## src/rtl/neuron_sched.sv

```systemverilog
// neuron_sched: sequences the neuron SRAM read/write sweeps for AER spike events,
// per-time-step leak sweeps and the end-of-sample refractory passes.
module neuron_sched #(
  parameter int TIME_STEP            = 8,
  parameter int INPUT_NEURON         = 784,
  parameter int OUTPUT_NEURON        = 256,
  parameter int POST_NEUR_PARALLEL   = 4,
  parameter int PRE_NEUR_ADDR_WIDTH  = 10,
  parameter int POST_NEUR_ADDR_WIDTH = 10,
  parameter int SYN_ARRAY_ADDR_WIDTH = 16
) (
  input  logic                            CLK,
  input  logic                            RST,
  input  logic                            START,
  input  logic                            AER_VALID,
  input  logic [PRE_NEUR_ADDR_WIDTH-1:0]  AER_ADDR,
  output logic                            AER_READY,
  input  logic                            STEP_END,
  input  logic [POST_NEUR_PARALLEL-1:0]   NEUR_EVENT_IN,
  output logic [PRE_NEUR_ADDR_WIDTH-1:0]  CTRL_PRE_NEURON_ADDRESS,
  output logic [POST_NEUR_ADDR_WIDTH-1:0] CTRL_POST_NEURON_ADDRESS,
  output logic [SYN_ARRAY_ADDR_WIDTH-1:0] SYN_ADDR,
  output logic                            CTRL_PRE_NEUR_CS,
  output logic                            CTRL_PRE_NEUR_WE,
  output logic                            CTRL_POST_NEUR_CS,
  output logic                            CTRL_POST_NEUR_WE,
  output logic                            CTRL_PRE_CNT_EN,
  output logic                            CTRL_NEUR_EVENT,
  output logic                            CTRL_TSTEP_EVENT,
  output logic                            CTRL_TREF_EVENT,
  output logic                            SPK_VALID,
  output logic [5:0]                      SPK_GRP,
  output logic [POST_NEUR_PARALLEL-1:0]   SPK_MASK,
  output logic                            BUSY,
  output logic                            DONE
);

  localparam int NGRP   = OUTPUT_NEURON / POST_NEUR_PARALLEL;
  localparam int GRP_W  = (NGRP > 1) ? $clog2(NGRP) : 1;
  localparam int STEP_W = $clog2(TIME_STEP + 1);
  localparam logic [31:0] PAR_U  = 32'(POST_NEUR_PARALLEL);
  localparam logic [31:0] NGRP_U = 32'(NGRP);

  typedef enum logic [3:0] {
    IDLE, WAIT_EV, PRE_RD, PRE_WR, POST_RD, POST_WR, STEP_RD, STEP_WR,
    REF_PRE_RD, REF_PRE_WR, REF_POST_RD, REF_POST_WR, FIN
  } state_t;

  state_t                           state, state_nxt;
  logic [PRE_NEUR_ADDR_WIDTH-1:0]   pre_reg, pre_nxt;
  logic [GRP_W-1:0]                 grp, grp_nxt;
  logic [STEP_W-1:0]                step_cnt, step_nxt;
  logic [POST_NEUR_ADDR_WIDTH-1:0]  post_addr_q, post_addr_nxt;
  logic [SYN_ARRAY_ADDR_WIDTH-1:0]  syn_addr_q, syn_addr_nxt;
  logic                             last_grp, last_pre, last_step, spk_en;

  assign last_grp  = (grp == GRP_W'(NGRP - 1));
  assign last_pre  = (pre_reg == PRE_NEUR_ADDR_WIDTH'(INPUT_NEURON - 1));
  assign last_step = (step_cnt == STEP_W'(TIME_STEP - 1));

  assign CTRL_PRE_NEURON_ADDRESS  = pre_reg;
  assign CTRL_POST_NEURON_ADDRESS = post_addr_q;
  assign SYN_ADDR                 = syn_addr_q;
  assign BUSY                     = (state != IDLE);

  // Addresses are registered from the next-cycle counters so they are already
  // valid in each RD state and stay put through the matching WR state.
  always_comb begin
    post_addr_nxt = POST_NEUR_ADDR_WIDTH'(32'(grp_nxt) * PAR_U);
    syn_addr_nxt  = SYN_ARRAY_ADDR_WIDTH'(32'(pre_nxt) * NGRP_U + 32'(grp_nxt));
  end

  always_ff @(posedge CLK) begin
    if (RST) begin
      state       <= IDLE;
      pre_reg     <= '0;
      grp         <= '0;
      step_cnt    <= '0;
      post_addr_q <= '0;
      syn_addr_q  <= '0;
    end else begin
      state       <= state_nxt;
      pre_reg     <= pre_nxt;
      grp         <= grp_nxt;
      step_cnt    <= step_nxt;
      post_addr_q <= post_addr_nxt;
      syn_addr_q  <= syn_addr_nxt;
    end
  end

  always_comb begin
    state_nxt         = state;
    pre_nxt           = pre_reg;
    grp_nxt           = grp;
    step_nxt          = step_cnt;
    AER_READY         = 1'b0;
    CTRL_PRE_NEUR_CS  = 1'b0;
    CTRL_PRE_NEUR_WE  = 1'b0;
    CTRL_POST_NEUR_CS = 1'b0;
    CTRL_POST_NEUR_WE = 1'b0;
    CTRL_PRE_CNT_EN   = 1'b0;
    CTRL_NEUR_EVENT   = 1'b0;
    CTRL_TSTEP_EVENT  = 1'b0;
    CTRL_TREF_EVENT   = 1'b0;
    DONE              = 1'b0;
    spk_en            = 1'b0;

    case (state)
      IDLE: begin
        if (START) begin
          step_nxt  = '0;
          grp_nxt   = '0;
          state_nxt = WAIT_EV;
        end
      end
      // A pending event wins; a STEP_END arriving with it is dropped here.
      WAIT_EV: begin
        AER_READY = 1'b1;
        if (AER_VALID) begin
          pre_nxt   = AER_ADDR;
          state_nxt = PRE_RD;
        end else if (STEP_END) begin
          grp_nxt   = '0;
          state_nxt = STEP_RD;
        end
      end
      PRE_RD: begin
        CTRL_PRE_NEUR_CS = 1'b1;
        state_nxt        = PRE_WR;
      end
      PRE_WR: begin
        CTRL_PRE_NEUR_CS = 1'b1;
        CTRL_PRE_NEUR_WE = 1'b1;
        CTRL_PRE_CNT_EN  = 1'b1;
        CTRL_NEUR_EVENT  = 1'b1;
        spk_en           = 1'b1;
        grp_nxt          = '0;
        state_nxt        = POST_RD;
      end
      POST_RD: begin
        CTRL_POST_NEUR_CS = 1'b1;
        CTRL_NEUR_EVENT   = 1'b1;
        state_nxt         = POST_WR;
      end
      POST_WR: begin
        CTRL_POST_NEUR_CS = 1'b1;
        CTRL_POST_NEUR_WE = 1'b1;
        CTRL_NEUR_EVENT   = 1'b1;
        spk_en            = 1'b1;
        if (last_grp) begin
          grp_nxt   = '0;
          state_nxt = WAIT_EV;
        end else begin
          grp_nxt   = grp + GRP_W'(1);
          state_nxt = POST_RD;
        end
      end
      STEP_RD: begin
        CTRL_POST_NEUR_CS = 1'b1;
        CTRL_TSTEP_EVENT  = 1'b1;
        state_nxt         = STEP_WR;
      end
      // The final step of a sample hands over to the refractory passes.
      STEP_WR: begin
        CTRL_POST_NEUR_CS = 1'b1;
        CTRL_POST_NEUR_WE = 1'b1;
        CTRL_TSTEP_EVENT  = 1'b1;
        spk_en            = 1'b1;
        if (last_grp) begin
          grp_nxt  = '0;
          step_nxt = step_cnt + STEP_W'(1);
          if (last_step) begin
            pre_nxt   = '0;
            state_nxt = REF_PRE_RD;
          end else begin
            state_nxt = WAIT_EV;
          end
        end else begin
          grp_nxt   = grp + GRP_W'(1);
          state_nxt = STEP_RD;
        end
      end
      REF_PRE_RD: begin
        CTRL_PRE_NEUR_CS = 1'b1;
        CTRL_TREF_EVENT  = 1'b1;
        state_nxt        = REF_PRE_WR;
      end
      REF_PRE_WR: begin
        CTRL_PRE_NEUR_CS = 1'b1;
        CTRL_PRE_NEUR_WE = 1'b1;
        CTRL_TREF_EVENT  = 1'b1;
        if (last_pre) begin
          grp_nxt   = '0;
          state_nxt = REF_POST_RD;
        end else begin
          pre_nxt   = pre_reg + PRE_NEUR_ADDR_WIDTH'(1);
          state_nxt = REF_PRE_RD;
        end
      end
      REF_POST_RD: begin
        CTRL_POST_NEUR_CS = 1'b1;
        CTRL_TREF_EVENT   = 1'b1;
        state_nxt         = REF_POST_WR;
      end
      REF_POST_WR: begin
        CTRL_POST_NEUR_CS = 1'b1;
        CTRL_POST_NEUR_WE = 1'b1;
        CTRL_TREF_EVENT   = 1'b1;
        spk_en            = 1'b1;
        if (last_grp) begin
          grp_nxt   = '0;
          state_nxt = FIN;
        end else begin
          grp_nxt   = grp + GRP_W'(1);
          state_nxt = REF_POST_RD;
        end
      end
      FIN: begin
        DONE      = 1'b1;
        state_nxt = IDLE;
      end
      default: state_nxt = IDLE;
    endcase

    SPK_VALID = spk_en & (|NEUR_EVENT_IN);
    SPK_GRP   = spk_en ? 6'(grp) : 6'd0;
    SPK_MASK  = spk_en ? NEUR_EVENT_IN : '0;
  end

endmodule

```

## config.mk

```make
export PLATFORM = sky130hd
export DESIGN_NAME = neuron_sched
export DESIGN_NICKNAME = d
export VERILOG_FILES = /design/src/rtl/neuron_sched.sv
export SDC_FILE = /design/constraint.sdc
export NUM_CORES = 1
export LEC_CHECK = 0
export ABC_AREA = 1
export BUFFER_PORTS_ARGS = -buffer_cell sky130_fd_sc_hd__buf_4
export CORE_MARGIN = 1
export CORE_UTILIZATION = 45
export DETAILED_ROUTE_END_ITERATION = 7
export PLACE_DENSITY = 0.77
export SLEW_MARGIN = 10
export SYNTH_ARGS = -nofsm -noshare
export SYNTH_HDL_FRONTEND = slang
export SYNTH_SLANG_ARGS = --single-unit
```

## constraint.sdc

```tcl
create_clock -name CLK -period 1.5 [get_ports CLK]
set_input_delay 0.15 -clock CLK [delete_from_list [all_inputs] [get_ports CLK]]
set_output_delay 0.15 -clock CLK [all_outputs]
set_load 0.005 [all_outputs]
```

==> results.md <==
- Multi-input logic area: 1475 um^2
- Hpwl dp: 4844 um
- DR iter-0 viols: 181
- Int Pwr: 1.332 mW
- Sequential cell area: 500.5 um^2
- Vias per inst: 5.144
- CTS root buf: clkbuf_8
- Die extent in x: 70.21 um
- Average cell area after synthesis: 5.998 um^2
- First-pass GRT wire length: 10,710 um
- Synth-to-Final Area Change: 55.59%
- DP Area: 2875 um^2
- Fmax: 626.7 MHz
- Type of origin of the critical path: flip-flop
- Comb pwr share: 0.420
- Clock latency on the worst-skew pair: 270 ps
- Mapped cell area: 2093 um^2
- Mapped Cells: 349
- Post-synth EDFFs: 0
- Final hold violations: 0
- Lkg Pwr: 1.680 nW
- Worst-path maximum fanout: 11
- Switching part of the total: 0.3579
- PD cells: 637.0 nW/um^2
- Worst r2r path cells: 9
- Grt ovf: 0
- Switching pwr: 742.4 uW
- Met3 wire length: 481 um
- Vias in the first global route: 2,455
- Slew Limit Fails: 0
- Initial antenna violation count: 0
- Initial Util: 0.4742
- Number of core rows: 24
- Htree depth: 1
- Routed WL: 6702 um
- Placement Setup Slack: -68.17 ps
- Total core area: 4414 um^2
- Share of layout cells above drive strength 1: 0.4320
- Hold Path Class: in -> reg
- ANT nets after route: 0
- Final Cycle Share: 1.064
- WHS Path Cells: 2
- R2r startpoint: state[3]$_SDFFE_PP0P_
- Routability cong.: 0.9390
- Fraction of registers with async set or reset after synthesis: 0
- Flop pwr share: 0.359
- Layout Nets: 479
- Antenna diodes: 0
- Clock Power Share: 0.221
- Die height: 70.21 um
- Register area share after synthesis: 0.2295
- #FFs+latches synth: 24
- Reg2reg end: step_cnt[3]$_SDFFE_PP0P_
- DRT Pass-1 Iters: 5
- Top Metal Used: met4
- Clock-pin slew on the worst setup and hold paths: 90 ps
- Commonest non-fill, non-tap cells in the layout: buf_4 (113), nand2_1 (85), nor2_1 (40), inv_1 (37), nand3_1 (19)
- Minimum clock period: 1596 ps
- Primary FF master, synth: dfxtp_1
- WL met1: 2728 um
- Ports: 77
- Peak VDD IR: 0.4102 mV
- Critical path class: reg -> out
- Synth unique cells: 32
- Metal2 WL: 3314 um
- Fin util: 0.7378
- GRT Total Usage: 0.2659
- Final worst setup slack: -95.63 ps
- DRC violation count after routing: 0
- Unrepaired setup endpoints after global routing: yes
- Clock Path Buffers: 2
- Outcome: finished, violations left
- Total of max-cap violations: 0
- Final Instance Area: 3257 um^2
- Die area: 4929 um^2
- TritonCTS clock tree: yes
- Hold Crit Start: RST
- Clock skew: 5.619 ps
- Num Clock Sinks: 24
- Port Buffers: 72
- Worst hold slack: 167.3 ps
- Crit path required time: 1350 ps
- Largest net degree at the start of global routing: 21
- Most common cell after layout, fill and taps aside: buf_4
- Fillers: 367
- Worst setup EP type: output pin
- Detailed-route wire length per cell: 13.19 um
- Vias: 2,613
- Synth warn: 0
- Crit path DAT: 1450 ps
- Inserted Clock Buffers: 3
- Finish-stage setup viols: 19
- Failing checks: setup timing
- Reg2Reg Setup Slack: -30 ps
[cell usage after synthesis (2+ instances only)]
cell type  instances  share of area
buf_4             20          0.072
a31oi_1            3         0.0090
inv_2              4         0.0072
or2_2              2         0.0060
nand3b_1           2         0.0072
dfxtp_1           24           0.23
nand3_1           24          0.057
o21ai_0           22          0.053
clkbuf_1           3         0.0054
inv_1             42          0.075
a21oi_1           19          0.045
nor2_1            48          0.086
nand2_2            2         0.0060
nor2_4             3          0.016
ha_1               3          0.018
or2_0              2         0.0060
nand4_1            7          0.021
nor3_1             2         0.0048
nand2_4            7          0.038
nand2_1           94           0.17
nor2_8             2          0.019
o21ai_1            2         0.0048
xor2_1             3          0.013
[worst max-delay path, stage by stage (launching register included)]
cell and delay [ps]:
dfxtp_4 370, buf_6 120, nor2_4 120, inv_2 70, nor2_4 120, nor2_4 90, a41oi_2 150, buf_4 130
[cell type report]
cell class                      count  share of cell area
Multi-Input combinational cell    257              0.4529
Timing Repair Buffer              124              0.2985
Sequential cell                    24              0.1537
Inverter                           47             0.05801
Tap cell                           52             0.01998
Clock buffer                        4             0.01690
[what timing repair did]
item                                    CTS  global route
gates resized for setup                  33            49
endpoints found under the setup margin   25            40
pin swaps                                 6            12
setup buffers                             7             6
hold buffers                              0             0
[per-stage QoR]
stage	total power [mW]	instances	TNS, ps
after floorplan	1.149	352	0
after global placement	1.470	495	-5.275
after detailed placement	1.486	495	-195.9
after CTS	1.984	503	-435.1
after global routing	2.190	508	-2211
final	2.075	508	-534.5
[power by group through the flow]
stage,clock network (mW),registers [mW],logic [mW]
after floorplan,0,0.760,0.388
after global placement,0,0.743,0.727
after detailed placement,0,0.747,0.739
after CTS,0.461,0.734,0.790
after global routing,0.483,0.750,0.957
final,0.458,0.745,0.872
[routing by layer]
| metal | up-vias | global-route usage |
|---|---|---|
| li1 | 1302 | - |
| met1 | 1174 | 0.3280 |
| met5 | - | 0 |
| met2 | 116 | 0.4829 |
| met4 | 0 | 0.07556 |
| met3 | 21 | 0.03030 |
[worst max-delay path by stage]
stage	slack (ps)	start	endpoint
3_3_place_gp	-5	state[1]$_SDFFE_PP0P_	flip-flop
2_1_floorplan	8	flip-flop	flip-flop
4_1_cts	-100	state[3]$_SDFFE_PP0P_	SPK_VALID
3_5_place_dp	-70	state[1]$_SDFFE_PP0P_	flip-flop
6_report	-100	state[3]$_SDFFE_PP0P_	SPK_VALID
5_1_grt	-160	state[3]$_SDFFE_PP0P_	SPK_VALID
[cell families (layout without fill, tap and decap cells)]
kind of cell / count (synthesis) / in the layout / share of synthesized area
simple gates: 196 / 196 / 0.4393
buf+inv: 71 / 175 / 0.1638
compound gates: 51 / 51 / 0.1351
flops: 24 / 24 / 0.2295
fa+ha+maj: 3 / 3 / 0.01793
xor+xnor: 3 / 3 / 0.01255
other cells: 1 / 4 / 0.001791
Note: power is estimated with default switching activity, not from simulation.
